--- config.mk ---
export PLATFORM = sky130hd
export DESIGN_NAME = ls_exec
export DESIGN_NICKNAME = d
export VERILOG_FILES = /design/src/rtl/ls_exec.sv
export SDC_FILE = /design/constraint.sdc
export NUM_CORES = 1
export LEC_CHECK = 0
export BUFFER_PORTS_ARGS = -buffer_cell sky130_fd_sc_hd__buf_2
export CAP_MARGIN = 40
export CORE_ASPECT_RATIO = 1.2
export CORE_UTILIZATION = 50
export DETAILED_ROUTE_END_ITERATION = 16
export PLACE_DENSITY = 0.86
export SLEW_MARGIN = 30
export SYNTH_ARGS = -nofsm -noshare
export SYNTH_HDL_FRONTEND = slang
export SYNTH_SLANG_ARGS = --single-unit
--- constraint.sdc ---
create_clock -name clk -period 3.1 [get_ports clk]
set_input_delay 0.155 -clock clk [delete_from_list [all_inputs] [get_ports clk]]
set_output_delay 0.155 -clock clk [all_outputs]
set_load 0.01 [all_outputs]
--- src/rtl/ls_exec.sv ---
// Load/store execution unit: waits for RS operands, computes addr = datax + offset,
// runs byte-serial accesses on the memory port and broadcasts load results on the CDB.
module ls_exec #(
  parameter int DATA_W   = 32,
  parameter int TAG_W    = 4,
  parameter int UNLOCKED = 0,
  parameter int RADDR_W  = 5
) (
  input  logic               clk,
  input  logic               rst,
  input  logic               rdy,
  input  logic               rs_busy,
  input  logic [5:0]         rs_op,
  input  logic [DATA_W-1:0]  rs_offset,
  input  logic [TAG_W-1:0]   rs_tagx,
  input  logic [TAG_W-1:0]   rs_tagy,
  input  logic [TAG_W-1:0]   rs_tagw,
  input  logic [DATA_W-1:0]  rs_datax,
  input  logic [DATA_W-1:0]  rs_datay,
  input  logic [RADDR_W-1:0] rs_target,
  output logic               ls_busy,
  output logic               mem_req,
  output logic               mem_we,
  output logic [31:0]        mem_addr,
  output logic [7:0]         mem_wdata,
  input  logic [7:0]         mem_rdata,
  input  logic               mem_ack,
  output logic               cdb_valid,
  output logic [TAG_W-1:0]   cdb_tag,
  output logic [RADDR_W-1:0] cdb_target,
  output logic [DATA_W-1:0]  cdb_data
);

  localparam logic [TAG_W-1:0] TAG_FREE = TAG_W'(UNLOCKED);

  typedef enum logic [1:0] {
    S_IDLE = 2'd0,
    S_MEM  = 2'd1,
    S_DONE = 2'd2
  } state_t;

  function automatic logic is_load(input logic [2:0] op);
    is_load = (op <= 3'd4);
  endfunction

  // Index of the final byte of an access: byte ops 0, halfword 1, word 3.
  function automatic logic [1:0] last_idx(input logic [2:0] op);
    case (op)
      3'd0, 3'd3, 3'd5: last_idx = 2'd0;
      3'd1, 3'd4, 3'd6: last_idx = 2'd1;
      default:          last_idx = 2'd3;
    endcase
  endfunction

  function automatic logic [DATA_W-1:0] extend(input logic [2:0] op, input logic [31:0] raw);
    case (op)
      3'd0:    extend = DATA_W'($signed(raw[7:0]));
      3'd1:    extend = DATA_W'($signed(raw[15:0]));
      3'd3:    extend = DATA_W'(raw[7:0]);
      3'd4:    extend = DATA_W'(raw[15:0]);
      default: extend = DATA_W'(raw);
    endcase
  endfunction

  state_t               state_q, state_d;
  logic [2:0]           op_q, op_d;
  logic [TAG_W-1:0]     tagw_q, tagw_d;
  logic [RADDR_W-1:0]   target_q, target_d;
  logic [31:0]          addr_q, addr_d;
  logic [DATA_W-1:0]    datay_q, datay_d;
  logic [1:0]           cnt_q, cnt_d;
  logic [31:0]          rdata_q, rdata_d;
  logic                 mem_req_q, mem_req_d;
  logic                 mem_we_q, mem_we_d;
  logic [31:0]          mem_addr_q, mem_addr_d;
  logic [7:0]           mem_wdata_q, mem_wdata_d;
  logic                 cdb_valid_q, cdb_valid_d;
  logic [TAG_W-1:0]     cdb_tag_q, cdb_tag_d;
  logic [RADDR_W-1:0]   cdb_target_q, cdb_target_d;
  logic [DATA_W-1:0]    cdb_data_q, cdb_data_d;

  logic                 rs_load_s;
  logic                 rs_known_s;
  logic                 accept_s;
  logic [31:0]          rs_addr_s;
  logic                 last_s;
  logic [1:0]           cnt_nxt_s;
  logic [31:0]          raw_s;

  assign rs_load_s  = is_load(rs_op[2:0]);
  assign rs_known_s = (rs_op[5:3] == 3'd0);
  assign accept_s   = rs_busy && (rs_tagx == TAG_FREE) && (rs_load_s || (rs_tagy == TAG_FREE));
  assign rs_addr_s  = 32'(rs_datax + rs_offset);
  assign last_s     = (cnt_q == last_idx(op_q));
  assign cnt_nxt_s  = cnt_q + 2'd1;

  assign ls_busy    = rs_busy && (state_q != S_DONE);
  assign mem_req    = mem_req_q && rdy;
  assign mem_we     = mem_we_q;
  assign mem_addr   = mem_addr_q;
  assign mem_wdata  = mem_wdata_q;
  assign cdb_valid  = cdb_valid_q;
  assign cdb_tag    = cdb_tag_q;
  assign cdb_target = cdb_target_q;
  assign cdb_data   = cdb_data_q;

  // Load data gathered so far with the byte arriving this cycle merged in (little-endian).
  always_comb begin
    raw_s = rdata_q;
    raw_s[{cnt_q, 3'b000} +: 8] = mem_rdata;
  end

  // State and datapath registers; rdy low freezes everything.
  always_ff @(posedge clk) begin
    if (rst) begin
      state_q      <= S_IDLE;
      op_q         <= 3'd0;
      tagw_q       <= TAG_FREE;
      target_q     <= '0;
      addr_q       <= 32'd0;
      datay_q      <= '0;
      cnt_q        <= 2'd0;
      rdata_q      <= 32'd0;
      mem_req_q    <= 1'b0;
      mem_we_q     <= 1'b0;
      mem_addr_q   <= 32'd0;
      mem_wdata_q  <= 8'd0;
      cdb_valid_q  <= 1'b0;
      cdb_tag_q    <= TAG_FREE;
      cdb_target_q <= '0;
      cdb_data_q   <= '0;
    end else if (rdy) begin
      state_q      <= state_d;
      op_q         <= op_d;
      tagw_q       <= tagw_d;
      target_q     <= target_d;
      addr_q       <= addr_d;
      datay_q      <= datay_d;
      cnt_q        <= cnt_d;
      rdata_q      <= rdata_d;
      mem_req_q    <= mem_req_d;
      mem_we_q     <= mem_we_d;
      mem_addr_q   <= mem_addr_d;
      mem_wdata_q  <= mem_wdata_d;
      cdb_valid_q  <= cdb_valid_d;
      cdb_tag_q    <= cdb_tag_d;
      cdb_target_q <= cdb_target_d;
      cdb_data_q   <= cdb_data_d;
    end
  end

  // Next-state and latched-operand logic.
  always_comb begin
    state_d  = state_q;
    op_d     = op_q;
    tagw_d   = tagw_q;
    target_d = target_q;
    addr_d   = addr_q;
    datay_d  = datay_q;
    cnt_d    = cnt_q;
    rdata_d  = rdata_q;
    case (state_q)
      S_IDLE: begin
        if (accept_s) begin
          op_d     = rs_op[2:0];
          tagw_d   = rs_tagw;
          target_d = rs_target;
          addr_d   = rs_addr_s;
          datay_d  = rs_datay;
          cnt_d    = 2'd0;
          rdata_d  = 32'd0;
          state_d  = rs_known_s ? S_MEM : S_DONE;
        end else begin
          state_d  = S_IDLE;
        end
      end
      S_MEM: begin
        if (mem_ack) begin
          rdata_d = is_load(op_q) ? raw_s : rdata_q;
          cnt_d   = cnt_nxt_s;
          state_d = last_s ? S_DONE : S_MEM;
        end else begin
          state_d = S_MEM;
        end
      end
      S_DONE:  state_d = S_IDLE;
      default: state_d = S_IDLE;
    endcase
  end

  // Registered memory-port and CDB outputs for the next cycle.
  always_comb begin
    mem_req_d    = mem_req_q;
    mem_we_d     = mem_we_q;
    mem_addr_d   = mem_addr_q;
    mem_wdata_d  = mem_wdata_q;
    cdb_valid_d  = 1'b0;
    cdb_tag_d    = cdb_tag_q;
    cdb_target_d = cdb_target_q;
    cdb_data_d   = cdb_data_q;
    case (state_q)
      S_IDLE: begin
        if (accept_s && rs_known_s) begin
          mem_req_d   = 1'b1;
          mem_we_d    = !rs_load_s;
          mem_addr_d  = rs_addr_s;
          mem_wdata_d = rs_datay[7:0];
        end else if (accept_s) begin
          // Unrecognised op: retire with a zero result and no broadcast.
          cdb_tag_d    = TAG_FREE;
          cdb_target_d = rs_target;
          cdb_data_d   = '0;
        end else begin
          mem_req_d = 1'b0;
        end
      end
      S_MEM: begin
        if (mem_ack && last_s) begin
          mem_req_d    = 1'b0;
          mem_we_d     = 1'b0;
          cdb_valid_d  = is_load(op_q) && (tagw_q != TAG_FREE);
          cdb_tag_d    = (is_load(op_q) && (tagw_q != TAG_FREE)) ? tagw_q : TAG_FREE;
          cdb_target_d = target_q;
          cdb_data_d   = is_load(op_q) ? extend(op_q, raw_s) : '0;
        end else if (mem_ack) begin
          mem_addr_d  = addr_q + {30'd0, cnt_nxt_s};
          mem_wdata_d = datay_q[{cnt_nxt_s, 3'b000} +: 8];
        end else begin
          mem_req_d = 1'b1;
        end
      end
      S_DONE:  mem_req_d = 1'b0;
      default: mem_req_d = 1'b0;
    endcase
  end

endmodule

==> reports/results.ini <==
[cts]
clock_tree.root_cell = sky130_fd_sc_hd__clkbuf_16
clk-insertion-delay-late_ps = 450
tritoncts = built
tritoncts_num_sinks = 196
clock_tree.htree_level_count = 4
clk_pin_slew_worst_paths_ps = 70
buffers_inserted_by_post_cts_timing_repair = 0
cts_max_path_buffers = 2
tritoncts.num_buffers = 17

[yosys]
ys_seq_area_share_pct = 37.4
async_reset_ff_share_pct = 0
netlist-cell-type-count = 73
synth_top_cell_by_area = sky130_fd_sc_hd__dfxtp_1
netlist_instances = 1359
number_of_synthesized_flops_with_an_enable_pin = 0
ys_dominant_reg_cell = sky130_fd_sc_hd__dfxtp_1
synth.most_common_cell = sky130_fd_sc_hd__nand2_1
postSynthRegisterBits = 196
synthesis.area_mm2 = 0.0105
syn-mean-instance-area_um2 = 7.72
synth_nets = 1531
post-synth-top-area-fraction_pct = 37.4
yosysWarnings = 0
synth_common_cells = 268 x sky130_fd_sc_hd__nand2_1, 216 x sky130_fd_sc_hd__a21oi_1, 196 x sky130_fd_sc_hd__dfxtp_1
yosys-top-cells-area = sky130_fd_sc_hd__dfxtp_1 37%, sky130_fd_sc_hd__a21oi_1 10%, sky130_fd_sc_hd__nand2_1 9.6%, sky130_fd_sc_hd__nor2_1 4.8%, sky130_fd_sc_hd__ha_1 4.5%

[route]
first_drt_pass_iteration_count = 5
detailedRoute.firstIterationViolations = 1011
routed-via-count = 10900
finalWirelength_um = 31400
postRouteAntennaNets = 0
avgViaCountPerCell = 5.87
drcViolationCount = 0
wire_per_inst_um = 17.0

[global_route]
grt_antenna_before_repair = 3
largest_net_degree_at_the_start_of_global_routing = 83
grt.overflow.total = 0
via_count_of_the_first_global_routing_pass = 10100
grt_use_total_pct = 28.7
grt_first_pass_wirelength_um = 49800

[place]
place_congestion = 0.981
placement.setup.worst_slack_ps = 10.5
port_buffers = 216
dpl.hpwl_um = 20700

[finish]
final_nets = 1746
drive_gt1_share_pct = 19.9
area_added_between_synthesis_and_finish_pct = 23.0
layout.core_utilization_pct = 63.2

[sta]
max_freq_mhz = 351
min_period_ps = 2850
totalNegativeSetupSlack_ps = 0
max_slew_vio_count = 0
finalHoldViolCount = 0
final_critical_path_setup_slack_ps = 249
fin_worst_skew_ps = 14.4
final-setup-viol-count = 0
grt_setup_unrepaired = no
worst_pin_slew_ps = 842
slew-limit-headroom_pct = 43.8
min_period_over_period_pct = 92.0

[floorplanning]
die_height_um = 161
core-area_mm2 = 0.0204
rows = 57
floorplan.die_area_mm2 = 0.0216
design.portCount = 217
initial_core_util_pct = 51.4
die_width_um = 134

[setup_path]
worst_setup_path_startpoint = cnt_q[0]
cp-end-kind = register
timing.rr.end = mem_addr[30]
crit_type = register to register
worst-endpoint-required_ps = 3440
reg2reg_setup_slack_ps = 250
timing.critical_path.from_type = register
worst_path_fanout_max = 6
reg2reg_depth = 11
critical_path.reg2reg.startpoint = cnt_q[0]
worst-endpoint-arrival_ps = 3190

[power_and_ir_drop]
power.density_mw_per_mm2 = 436
design_power_total_mw = 5.62
ir_drop_v = 0.000400
static-leakage-power_nw = 5.11

[worst_hold_path]
timing.hold.worst_endpoint = rdata_q[14]
hp-class = input pin to register
timing.hold.worst.start = mem_rdata[6]
min_path_cells = 3

[flow_run]
drv_cap = 0

[outcome]
outcome = finished clean

[registers in the layout, indices dropped and copies added, names as in the netlist]
register / flops
rdata_q: 32
mem_addr: 32
tagw_q: 4
addr_q: 32
op_q: 3
cnt_q: 2
mem_we: 1
cdb_data: 32
mem_wdata: 8
mem_req_q: 1
cdb_target: 5
state_q: 2
cdb_tag: 4
datay_q: 32
target_q: 5
cdb_valid: 1
[stage by stage]
step,instances,cell area (um2),hold slack [ps]
after floorplan,1359,10500,291
after CTS,1851,12900,50.8
final,1855,12900,83.2
after detailed placement,1775,11800,401
after global routing,1854,12900,76.8
after global placement,1775,11800,401
[per-layer routing]
layer / GRT usage [%] / wire (um)
met3: 5.46 / 2440
met4: 15.5 / 1450
met1: 34.2 / 12500
met2: 48.5 / 15100
met5: 0 / 13
[what timing repair did]
action	4_1_cts	5_1_grt
cloned	0	1
hold endpoints to repair	56	0
pin swaps	0	1
gates resized for setup	1	5
setup endpoints to repair	15	17
hold buffers	44	0
[layout by cell type, fill, tap and decap left out, types with 5 or more instances in the layout]
cell	count
sky130_fd_sc_hd__or3_1	6
sky130_fd_sc_hd__nand2b_1	15
sky130_fd_sc_hd__a311oi_1	15
sky130_fd_sc_hd__mux4_2	8
sky130_fd_sc_hd__xor2_1	27
sky130_fd_sc_hd__a211oi_1	24
sky130_fd_sc_hd__nor3_1	14
sky130_fd_sc_hd__nand3_1	40
sky130_fd_sc_hd__nand2_1	267
sky130_fd_sc_hd__o211ai_1	17
sky130_fd_sc_hd__and4_1	5
sky130_fd_sc_hd__inv_1	11
sky130_fd_sc_hd__a21oi_1	215
sky130_fd_sc_hd__nand4_1	7
sky130_fd_sc_hd__ha_1	38
sky130_fd_sc_hd__a21o_1	22
sky130_fd_sc_hd__nor2_1	133
sky130_fd_sc_hd__xnor2_1	31
sky130_fd_sc_hd__buf_4	22
sky130_fd_sc_hd__a22oi_1	17
sky130_fd_sc_hd__dlygate4sd3_1	44
sky130_fd_sc_hd__o21ai_0	32
sky130_fd_sc_hd__dfxtp_1	196
sky130_fd_sc_hd__and3_1	7
sky130_fd_sc_hd__buf_2	215
sky130_fd_sc_hd__o31ai_1	5
sky130_fd_sc_hd__nor2b_1	28
sky130_fd_sc_hd__clkbuf_16	17
sky130_fd_sc_hd__a31oi_1	9
sky130_fd_sc_hd__and2_1	7
[power breakdown]
group	leakage [nW]	internal, mW	switching, mW
clock	0.297	1.26	1.04
sequential	1.58	2.53	0.0105
combinational	3.24	0.312	0.466
total	5.11	4.10	1.52
[worst max-delay path by stage]
stage | slack, ps | end | cells after the start
2_1_floorplan | 50 | mem_addr[27] | 14
3_3_place_gp | 120 | cdb_data[17] | 12
3_5_place_dp | 10 | cdb_data[26] | 12
4_1_cts | 160 | mem_addr[30] | 11
5_1_grt | 40 | cdb_data[17] | 12
6_report | 250 | mem_addr[30] | 11
[critical path, stage by stage, from the launching register on]
cell	delay [ps]
sky130_fd_sc_hd__dfxtp_1	420
sky130_fd_sc_hd__inv_1	80
sky130_fd_sc_hd__ha_1	370
sky130_fd_sc_hd__fa_1	250
sky130_fd_sc_hd__and2_1	240
sky130_fd_sc_hd__nand4_1	270
sky130_fd_sc_hd__nor2_2	340
sky130_fd_sc_hd__nand3_1	160
sky130_fd_sc_hd__xnor2_1	140
sky130_fd_sc_hd__o21ai_0	150
sky130_fd_sc_hd__a21oi_1	60
sky130_fd_sc_hd__a32o_1	260
[area by class of cell]
class | instances | area, um2
Timing Repair Buffer | 286 | 1770
Clock buffer | 19 | 453
Clock inverter | 13 | 161
Tap cell | 265 | 332
Antenna cell | 3 | 7.51
Multi-Input combinational cell | 1062 | 6200
Sequential cell | 196 | 3920
Inverter | 11 | 41.3
Fill cell | 1664 | 7500
[kinds of logic after synthesis]
| group | Yosys count | share of synthesized area, % |
|---|---|---|
| muxes | 9 | 1.83 |
| and+or+nand+nor | 553 | 23.3 |
| adders and majority gates | 40 | 4.92 |
| DFF | 196 | 37.4 |
| AOI/OAI and AO/OA | 401 | 23.7 |
| xor gates and xnor gates | 58 | 4.84 |
| buffers and inverters | 102 | 3.93 |
Power figures use the tool's default switching activity.
